$ cat config.mk
export PLATFORM = sky130hd
export DESIGN_NAME = pipeline_chain
export DESIGN_NICKNAME = d
export VERILOG_FILES = /design/src/rtl/pipe_pkg.sv /design/src/rtl/pipe_slot.sv /design/src/rtl/pipeline_chain.sv
export SDC_FILE = /design/constraint.sdc
export NUM_CORES = 1
export LEC_CHECK = 0
export CELL_PAD_IN_SITES_DETAIL_PLACEMENT = 1
export CELL_PAD_IN_SITES_GLOBAL_PLACEMENT = 1
export CORE_AREA = 2 2 134 136
export CTS_CLUSTER_DIAMETER = 120
export DETAILED_ROUTE_END_ITERATION = 7
export DIE_AREA = 0 0 136 138
export GPL_TIMING_DRIVEN = 0
export MAX_ROUTING_LAYER = met4
export PLACE_DENSITY_LB_ADDON = 0.15
export SYNTH_ARGS = -nofsm -noshare
export SYNTH_HDL_FRONTEND = slang
export SYNTH_SLANG_ARGS = --single-unit
$ cat constraint.sdc
create_clock -name CLK -period 1.9 [get_ports CLK]
set_clock_uncertainty 0.2 [all_clocks]
set_input_delay 0.38 -clock CLK [delete_from_list [all_inputs] [get_ports CLK]]
set_output_delay 0.38 -clock CLK [all_outputs]
set_load 0.05 [all_outputs]
$ cat src/rtl/pipe_pkg.sv
// ============================================================================
// pipe_pkg : shared halt-FSM encoding and counter width for pipeline_chain
// Revision : 1.0
// ============================================================================
`default_nettype none

package pipe_pkg;

    typedef enum logic [1:0] {
        RUN    = 2'd0,
        DRAIN  = 2'd1,
        HALTED = 2'd2
    } pipe_state_t;

    localparam int PIPE_CNT_W = 32;

    function automatic logic [PIPE_CNT_W-1:0] sat_inc(input logic [PIPE_CNT_W-1:0] v);
        return (&v) ? v : v + 1'b1;
    endfunction

endpackage

`default_nettype wire

$ cat src/rtl/pipe_slot.sv
// ============================================================================
// pipe_slot : one pipeline stage register (valid, halt marker, payload)
// Revision  : 1.0
// ============================================================================
`default_nettype none

module pipe_slot
    import pipe_pkg::*;
#(
    parameter int WIDTH = 32
) (
    input  logic             CLK,
    input  logic             nRST,
    input  logic             load,
    input  logic             clear,
    input  logic             next_valid,
    input  logic             next_halt,
    input  logic [WIDTH-1:0] next_data,
    output logic             valid,
    output logic             halt,
    output logic [WIDTH-1:0] data
);

    // clear masks the qualifiers only; payload follows load
    always_ff @(posedge CLK) begin
        if (!nRST) begin
            valid <= 1'b0;
            halt  <= 1'b0;
            data  <= '0;
        end else if (load) begin
            valid <= next_valid & ~clear;
            halt  <= next_halt & ~clear;
            data  <= next_data;
        end else if (clear) begin
            valid <= 1'b0;
            halt  <= 1'b0;
        end
    end

endmodule

`default_nettype wire

$ cat src/rtl/pipeline_chain.sv
// ============================================================================
// pipeline_chain : DEPTH-stage shift pipeline with stall, bubble, flush and
//                  halt drain; PIPE_PERF_EN adds saturating event counters
// Revision       : 1.0
// ============================================================================
`default_nettype none

module pipeline_chain
    import pipe_pkg::*;
#(
    parameter int WIDTH = 32,
    parameter int DEPTH = 4
) (
    input  logic                     CLK,
    input  logic                     nRST,
    input  logic                     in_valid,
    input  logic [WIDTH-1:0]         in_data,
    input  logic                     in_halt,
    output logic                     in_ready,
    input  logic                     stall,
    input  logic                     bubble_req,
    input  logic [$clog2(DEPTH)-1:0] bubble_stage,
    input  logic                     flush_req,
    input  logic [$clog2(DEPTH)-1:0] flush_stage,
    output logic [DEPTH-1:0]         stage_valid,
    output logic [DEPTH*WIDTH-1:0]   stage_data,
    output logic                     out_valid,
    output logic [WIDTH-1:0]         out_data,
    output logic                     halted,
    output logic [1:0]               state
`ifdef PIPE_PERF_EN
    ,
    output logic [PIPE_CNT_W-1:0]    stall_cnt,
    output logic [PIPE_CNT_W-1:0]    bubble_cnt,
    output logic [PIPE_CNT_W-1:0]    flush_cnt
`endif
);

    pipe_state_t      r_state;
    pipe_state_t      w_next_state;
    logic             r_halted;

    logic [DEPTH-1:0] w_load;
    logic [DEPTH-1:0] w_clear;
    logic [DEPTH-1:0] w_nv;
    logic [DEPTH-1:0] w_nh;
    logic [WIDTH-1:0] w_nd [DEPTH];
    logic [DEPTH-1:0] w_sv;
    logic [DEPTH-1:0] w_sh;
    logic [WIDTH-1:0] w_sd [DEPTH];

    logic             w_accept;
    logic             w_halt_at_end;
    logic             w_halt_survives;

    assign in_ready      = !stall && !bubble_req && !flush_req && (r_state == RUN);
    assign w_accept      = in_valid & in_ready;
    assign w_halt_at_end = w_sv[DEPTH-1] & w_sh[DEPTH-1];

    always_comb begin
        w_load  = '0;
        w_clear = '0;
        w_nv    = '0;
        w_nh    = '0;
        for (int k = 0; k < DEPTH; k++) begin
            w_nd[k] = '0;
        end
        if (!stall) begin
            w_load  = '1;
            w_nv[0] = w_accept;
            w_nh[0] = in_halt & w_accept;
            w_nd[0] = in_data;
            for (int k = 1; k < DEPTH; k++) begin
                w_nv[k] = w_sv[k-1];
                w_nh[k] = w_sh[k-1];
                w_nd[k] = w_sd[k-1];
            end
            if (flush_req) begin
                for (int k = 0; k < DEPTH; k++) begin
                    if (k <= int'(flush_stage)) begin
                        w_clear[k] = 1'b1;
                    end
                end
            end else if (bubble_req) begin
                for (int k = 0; k < DEPTH; k++) begin
                    if (k < int'(bubble_stage)) begin
                        w_load[k] = 1'b0;
                    end else if (k == int'(bubble_stage)) begin
                        w_clear[k] = 1'b1;
                        w_nd[k]    = '0;
                    end
                end
            end
        end
    end

    // Does any halt marker land beyond the flushed region this cycle?
    always_comb begin
        w_halt_survives = 1'b0;
        for (int k = 1; k < DEPTH; k++) begin
            if (k > int'(flush_stage) && w_sv[k-1] && w_sh[k-1]) begin
                w_halt_survives = 1'b1;
            end
        end
    end

    genvar g;
    generate
        for (g = 0; g < DEPTH; g++) begin : g_slot
            pipe_slot #(
                .WIDTH (WIDTH)
            ) u_slot (
                .CLK        (CLK),
                .nRST       (nRST),
                .load       (w_load[g]),
                .clear      (w_clear[g]),
                .next_valid (w_nv[g]),
                .next_halt  (w_nh[g]),
                .next_data  (w_nd[g]),
                .valid      (w_sv[g]),
                .halt       (w_sh[g]),
                .data       (w_sd[g])
            );
            assign stage_data[g*WIDTH +: WIDTH] = w_sd[g];
        end
    endgenerate

    always_ff @(posedge CLK) begin
        if (!nRST) begin
            r_state  <= RUN;
            r_halted <= 1'b0;
        end else begin
            r_state  <= w_next_state;
            r_halted <= (w_next_state == HALTED);
        end
    end

    always_comb begin
        w_next_state = r_state;
        if (!stall) begin
            case (r_state)
                RUN: begin
                    if (w_accept && in_halt) begin
                        w_next_state = DRAIN;
                    end
                end
                DRAIN: begin
                    if (w_halt_at_end) begin
                        w_next_state = HALTED;
                    end else if (flush_req && !w_halt_survives) begin
                        w_next_state = RUN;
                    end
                end
                HALTED:  w_next_state = HALTED;
                default: w_next_state = RUN;
            endcase
        end
    end

`ifdef PIPE_PERF_EN
    always_ff @(posedge CLK) begin
        if (!nRST) begin
            stall_cnt  <= '0;
            bubble_cnt <= '0;
            flush_cnt  <= '0;
        end else if (r_state != HALTED) begin
            if (stall) begin
                stall_cnt <= sat_inc(stall_cnt);
            end else if (flush_req) begin
                flush_cnt <= sat_inc(flush_cnt);
            end else if (bubble_req) begin
                bubble_cnt <= sat_inc(bubble_cnt);
            end
        end
    end
`endif

    assign stage_valid = w_sv;
    assign out_valid   = w_sv[DEPTH-1];
    assign out_data    = w_sd[DEPTH-1];
    assign halted      = r_halted;
    assign state       = r_state;

endmodule

`default_nettype wire

==> results.sh, run 1 <==
export IMPL_ys_ff_latch=139
export IMPL_clock_fmax_ghz=0.535
export IMPL_clk_pin_slew_ps=60
export IMPL_critical_path_max_fanout=3
export IMPL_crit_path_top_delay_cell="dfxtp_1"
export IMPL_hold_path_class="reg2reg"
export IMPL_vias_per_cell=4.90
export IMPL_cts_hold_buf=0
export IMPL_finalCriticalPeriod_ps=1870
export IMPL_finalNetCount=870
export IMPL_required_ps=1320
export IMPL_maxSlewHeadroom_pct=56.7
export IMPL_yosysSeqAreaShare_pct=51.4
export IMPL_grt_pass1_wl_um=30600
export IMPL_gp_congestion=0.779
export IMPL_antennaDiodeCount=0
export IMPL_yosysWarningCount=0
export IMPL_start_util_pct=30.9
export IMPL_yosysUniqueCellTypes=34
export IMPL_hold_viol=0
export IMPL_synth_fp_nets=638
export IMPL_netlist_instances=595
export IMPL_switching_power_mw=1.94
export IMPL_grt_overflow=0
export IMPL_critPathArrivalTime_ps=1290
export IMPL_core_mm2=0.0175
export IMPL_critPathBufInv=2
export IMPL_critPathTopFamily="buffers and inverters"
export IMPL_nFillCells=2050
export IMPL_critical_path_max_stage_delay_ps=380
export IMPL_worstReg2RegStart="state[1]"
export IMPL_setup_viol=0
export IMPL_grt_max_degree=17
export IMPL_grt_usage_pct=22.0
export IMPL_place_hpwl_um=14600
export IMPL_vdd_drop_max_mv=0.615
export IMPL_grt_pass1_vias=5428
export IMPL_ant_nets=0
export IMPL_path_class="reg2out"
export IMPL_num_rows=49
export IMPL_drt_iter0_markers=254
export IMPL_post_drt_wl_per_cell_um=18.6
export IMPL_fin_crit_sh_pct=98.4
export IMPL_hold_depth=2
export IMPL_drv_cap=0
export IMPL_h_tree_depth=4
export IMPL_die_height_um=138
export IMPL_synth_area_mm2=0.00542
export IMPL_cts_num_sinks=139
export IMPL_ios=212
export IMPL_antenna_found_initial=0
export IMPL_fin_ws_ps=30.8
export IMPL_finalPower_mw=7.39
export IMPL_r2r_cells=6
export IMPL_hold_start="g_slot[0].u_slot.data[28]"
export IMPL_critPathCaptureType="primary output"
export IMPL_numCtsBuffers=17
export IMPL_place_ws_ps=-1040
export IMPL_dr_pass1_iters=4
export IMPL_cellLeakagePower_nw=3.23
export IMPL_num_vias=5239
export IMPL_r2r_slack_ps=350
export IMPL_die_area_mm2=0.0188
export IMPL_status="finished clean"
export IMPL_grt_setup_unrepaired="true"
export IMPL_slew_violations=0
export IMPL_tritoncts="built"
export IMPL_async_flop_share_pct=0
export IMPL_routed_wl_um=19900
export IMPL_worstPathCellList="buf_4, clkdlybuf4s15_2"
export IMPL_powerDensity_mw_per_mm2=890
export IMPL_clk_path_buf_depth=2
export IMPL_drc_errors=0
export IMPL_min_to="g_slot[0].u_slot.data[28]"
export IMPL_sequentialPowerShare_pct=41.2
export IMPL_worstReg2RegEnd="state[0]"
export IMPL_worstSetupStartpointType="flop"
export IMPL_synth_edff_count=0
export IMPL_dieWidth_um=136
export IMPL_clk_latency_ps=420
export IMPL_area_growth_syn_to_layout_pct=53.4
export IMPL_switching_share_pct=26.3
export IMPL_avgSynthCellArea_um2=9.10
export IMPL_clkPwrFrac_pct=46.4
export IMPL_pwr_share_comb_pct=12.4
export IMPL_drive_above_1_share_pct=30.8
export IMPL_io_buffers=209
export IMPL_worst_slew_pin_slew_ps=649
export IMPL_internal_power_mw=5.45
export IMPL_cts_root_buf="clkbuf_16"
export IMPL_synth_top_flop_cell="dfxtp_1"
synth_stat cells, types with 2 or more instances:
cell type | count | area [um^2]
dfxtp_1 | 139 | 2780
nand2_1 | 103 | 387
nand3_1 | 59 | 295
buf_4 | 37 | 278
nor2b_1 | 37 | 231
a22oi_1 | 34 | 255
o21ai_0 | 34 | 170
o22ai_1 | 34 | 213
clkbuf_1 | 25 | 93.8
buf_2 | 21 | 105
a21boi_1 | 20 | 150
a21boi_2 | 10 | 113
nand3_2 | 10 | 100
a21boi_0 | 4 | 30.0
buf_6 | 4 | 45.0
a21o_1 | 3 | 22.5
a32oi_1 | 2 | 17.5
inv_1 | 2 | 7.51
o31ai_1 | 2 | 15.0
final cells by class:
class,count,area [um^2],area share [%]
tap,229,287,3.45
inverter,2,7.51,0.0904
clock inverter,11,143,1.72
multi-input combinational,367,2140,25.8
buffer,87,538,6.48
timing repair buffer,213,1930,23.3
sequential,139,2780,33.5
clock buffer,21,470,5.66
sequential cells by signal, indices dropped and copies added (netlist names):
register	count
halted	1
g_slot.u_slot.data	128
state	2
g_slot.u_slot.halt	4
g_slot.u_slot.valid	4
worst max path at each step:
| stage | cells after the start | endpoint | from | slack [ps] |
|---|---|---|---|---|
| after floorplan | 3 | in_ready | stall | 80 |
| after global placement | 4 | in_ready | flush_req | -940 |
| after detailed placement | 4 | in_ready | flush_req | -1040 |
| after CTS | 1 | stage_data[28] | g_slot[0].u_slot.data[28] | 0.01 |
| after global routing | 3 | in_ready | state[1] | -40 |
| final | 2 | stage_data[118] | g_slot[3].u_slot.data[22] | 30 |
power by group through the flow:
stage / Sequential, mW / Clock [mW] / Combinational [mW]
global placement: 3.11 / 0 / 0.925
CTS: 3.05 / 3.48 / 0.931
detailed placement: 3.11 / 0 / 0.943
finish: 3.05 / 3.43 / 0.913
floorplan: 3.34 / 0 / 0.319
global route: 3.06 / 3.59 / 0.969
cells in the final DEF, fill, tap and decap left out, types with 10 or more instances in the layout:
| cell | count |
|---|---|
| a21boi_2 | 10 |
| nand3_1 | 59 |
| clkdlybuf4s15_1 | 23 |
| clkbuf_2 | 53 |
| a21boi_1 | 20 |
| clkdlybuf4s50_1 | 37 |
| o22ai_1 | 34 |
| clkbuf_16 | 17 |
| clkbuf_1 | 22 |
| dfxtp_1 | 138 |
| dlygate4sd2_1 | 18 |
| a22oi_1 | 34 |
| o21ai_0 | 34 |
| nor2b_1 | 36 |
| buf_4 | 43 |
| nand2_1 | 103 |
| nand3_2 | 10 |
| buf_2 | 22 |
| clkdlybuf4s15_2 | 74 |
metrics by stage:
stage               setup TNS, ps  hold WS [ps]  utilization (%)  cells  instance area (um^2)
floorplan                       0           257                -    595                  5420
global route                -35.1           291             47.4   1069                  8310
global placement           -61800           254             44.5   1033                  7800
CTS                             0           275             48.6   1066                  8520
finish                          0           270             47.4   1069                  8310
detailed placement         -68940           267             44.5   1033                  7800
layer usage:
metal / wire [um] / track usage (%)
met4: 348 / 7.51
met5: 0 / -
met3: 981 / 3.85
met1: 8480 / 26.0
met2: 10100 / 37.5
kinds of logic after synthesis:
kind of cell	after synthesis	share of synthesized area (%)
DFF	139	51.4
and+or+nand+nor	218	19.8
AOI/OAI and AO/OA	149	19.0
buffers and inverters	89	9.77
tightest hold or removal path: stages, from the launching register on:
cell      delay, ps
dfxtp_1         320
nand2_1          50
a21boi_1         50
timing repair:
action / CTS / global route
setup endpoints to repair: 241 / 122
pin swaps: 1 / 1
gates resized for setup: 404 / 81
cloned: 0 / 0
endpoints found under the hold margin: 0 / 0
buffers inserted: 1 / 3
(Power assumes the default switching activity.)
==> run 2: changes to the inputs <==
--- a/config.mk
+++ b/config.mk
@@ -13,7 +13,7 @@
 export DIE_AREA = 0 0 136 138
 export GPL_TIMING_DRIVEN = 0
 export MAX_ROUTING_LAYER = met4
-export PLACE_DENSITY_LB_ADDON = 0.15
+export PLACE_DENSITY_LB_ADDON = 0.1
 export SYNTH_ARGS = -nofsm -noshare
 export SYNTH_HDL_FRONTEND = slang
 export SYNTH_SLANG_ARGS = --single-unit
==> run 2 against run 1 <==
Against the previous run:
- critical path depth stayed put
- cell area shrank 1.4%
- cell count fell by 0.19%
- sequential power is essentially flat
- worst setup slack worse by 26 ps
- power shrank 5.3%
- die area unchanged
- utilization decreased by 0.66 points
- register-to-register slack gained 130 ps
- sequential cell count did not move
==> results.sh, run 2 (synthesis gave the netlist of run 1 again) <==
export IMPL_status="finished clean"
export IMPL_finalPower_mw=7.00
export IMPL_hold_depth=2
export IMPL_largest_register="g_slot.u_slot.data"
export IMPL_post_drt_wl_per_cell_um=18.1
export IMPL_dieWidth_um=136
export IMPL_grt_pass1_wl_um=29800
export IMPL_place_hpwl_um=14300
export IMPL_grt_overflow=0
export IMPL_cellLeakagePower_nw=3.19
export IMPL_vias_per_cell=4.92
export IMPL_drt_iter0_markers=278
export IMPL_worstSetupStartpointType="flop"
export IMPL_core_mm2=0.0175
export IMPL_grt_usage_pct=21.4
export IMPL_gp_congestion=0.768
export IMPL_critical_path_max_fanout=4
export IMPL_fin_ws_ps=5.26
export IMPL_critical_path_max_stage_delay_ps=410
export IMPL_antenna_found_initial=0
export IMPL_r2r_cells=5
export IMPL_drive_above_1_share_pct=30.2
export IMPL_worstPathCellList="buf_4, clkdlybuf4s18_2"
export IMPL_numCtsBuffers=17
export IMPL_maxSlewHeadroom_pct=56.7
export IMPL_grt_max_degree=17
export IMPL_cts_root_buf="clkbuf_16"
export IMPL_hold_path_class="reg2reg"
export IMPL_critPathArrivalTime_ps=1310
export IMPL_cts_num_sinks=139
export IMPL_design_area_mm2=0.00819
export IMPL_place_ws_ps=-990
export IMPL_clock_fmax_ghz=0.528
export IMPL_worst_slew_pin_slew_ps=649
export IMPL_clk_pin_slew_ps=60
export IMPL_antennaDiodeCount=0
export IMPL_grt_pass1_vias=5308
export IMPL_num_rows=49
export IMPL_vdd_drop_max_mv=0.617
export IMPL_area_growth_syn_to_layout_pct=51.3
export IMPL_placed_cell_area_mm2=0.00780
export IMPL_nFillCells=2032
export IMPL_tritoncts="built"
export IMPL_drc_errors=0
export IMPL_required_ps=1320
export IMPL_slew_violations=0
export IMPL_finalCriticalPeriod_ps=1890
export IMPL_final_util_pct=46.7
export IMPL_reg_top3="g_slot.u_slot.data (128), g_slot.u_slot.halt (4), g_slot.u_slot.valid (4)"
export IMPL_fin_crit_sh_pct=99.7
export IMPL_hold_slack_ps=271
export IMPL_final_setup_tns_ps=0
export IMPL_placedCellCount=1033
export IMPL_critPathBufInv=2
export IMPL_path_class="reg2out"
export IMPL_crit_path_top_delay_cell="dfxtp_1"
export IMPL_routed_wl_um=19300
export IMPL_drv_cap=0
export IMPL_io_buffers=209
export IMPL_ios=212
export IMPL_clk_latency_ps=410
export IMPL_die_area_mm2=0.0188
export IMPL_layout_cells_non_filler=1067
export IMPL_largest_reg_flops=128
export IMPL_cts_hold_buf=0
export IMPL_hold_viol=0
export IMPL_cp_num_cells=2
export IMPL_dr_pass1_iters=4
export IMPL_clk_path_buf_depth=2
export IMPL_critPathTopFamily="buffers and inverters"
export IMPL_num_vias=5250
export IMPL_finalNetCount=869
export IMPL_powerDensity_mw_per_mm2=855
export IMPL_die_height_um=138
export IMPL_start_util_pct=30.9
export IMPL_grt_setup_unrepaired="true"
export IMPL_setup_viol=0
export IMPL_final_cell_mix="dfxtp_1, nand2_1, clkdlybuf4s15_2"
export IMPL_critPathCaptureType="primary output"
export IMPL_h_tree_depth=4
export IMPL_ant_nets=0
export IMPL_final_common_cell="dfxtp_1"
run 2: power by group:
part           total [mW]  internal (mW)  switching (mW)
Combinational       0.907          0.299           0.608
Clock                3.05           1.85            1.20
Sequential           3.05           2.99          0.0581
run 2: repair_timing:
action,CTS,global route
setup buffers,1,2
gates resized for setup,397,99
pin swaps,1,0
setup endpoints to repair,234,110
gates cloned,0,0
run 2: final cells by class:
class	instances	area, um^2	share of cell area, %
inverters	2	7.51	0.0916
plain buffers	87	546	6.66
well taps	229	287	3.50
clock inverters	7	67.6	0.825
multi-input cells	367	2140	26.1
flip-flops and latches	139	2780	34.0
repair buffers	212	1890	23.1
clock buffers	24	472	5.76
run 2: worst min-delay path: stages (launching register included):
cell,delay [ps]
dfxtp_1,320
nand2_1,60
a21boi_1,50
run 2: routing by layer:
metal,global-route usage (%),up-vias,routed length [um],part of all wire [%]
met2,34.9,173,9410,49
met1,26.1,2548,8170,42
li1,-,2507,-,-
met4,7.02,0,338,1.8
met5,-,-,0,0
met3,4.91,22,1370,7.1
run 2: path summary, 6_finish.rpt:
check | endpoint | startpoint | slack (ps)
min reg2reg | g_slot[0].u_slot.data[18] | g_slot[0].u_slot.data[18] | 270
max reg2reg | state[0] | state[1] | 480
min | g_slot[0].u_slot.data[18] | g_slot[0].u_slot.data[18] | 270
max | stage_valid[0] | g_slot[0].u_slot.valid | 5
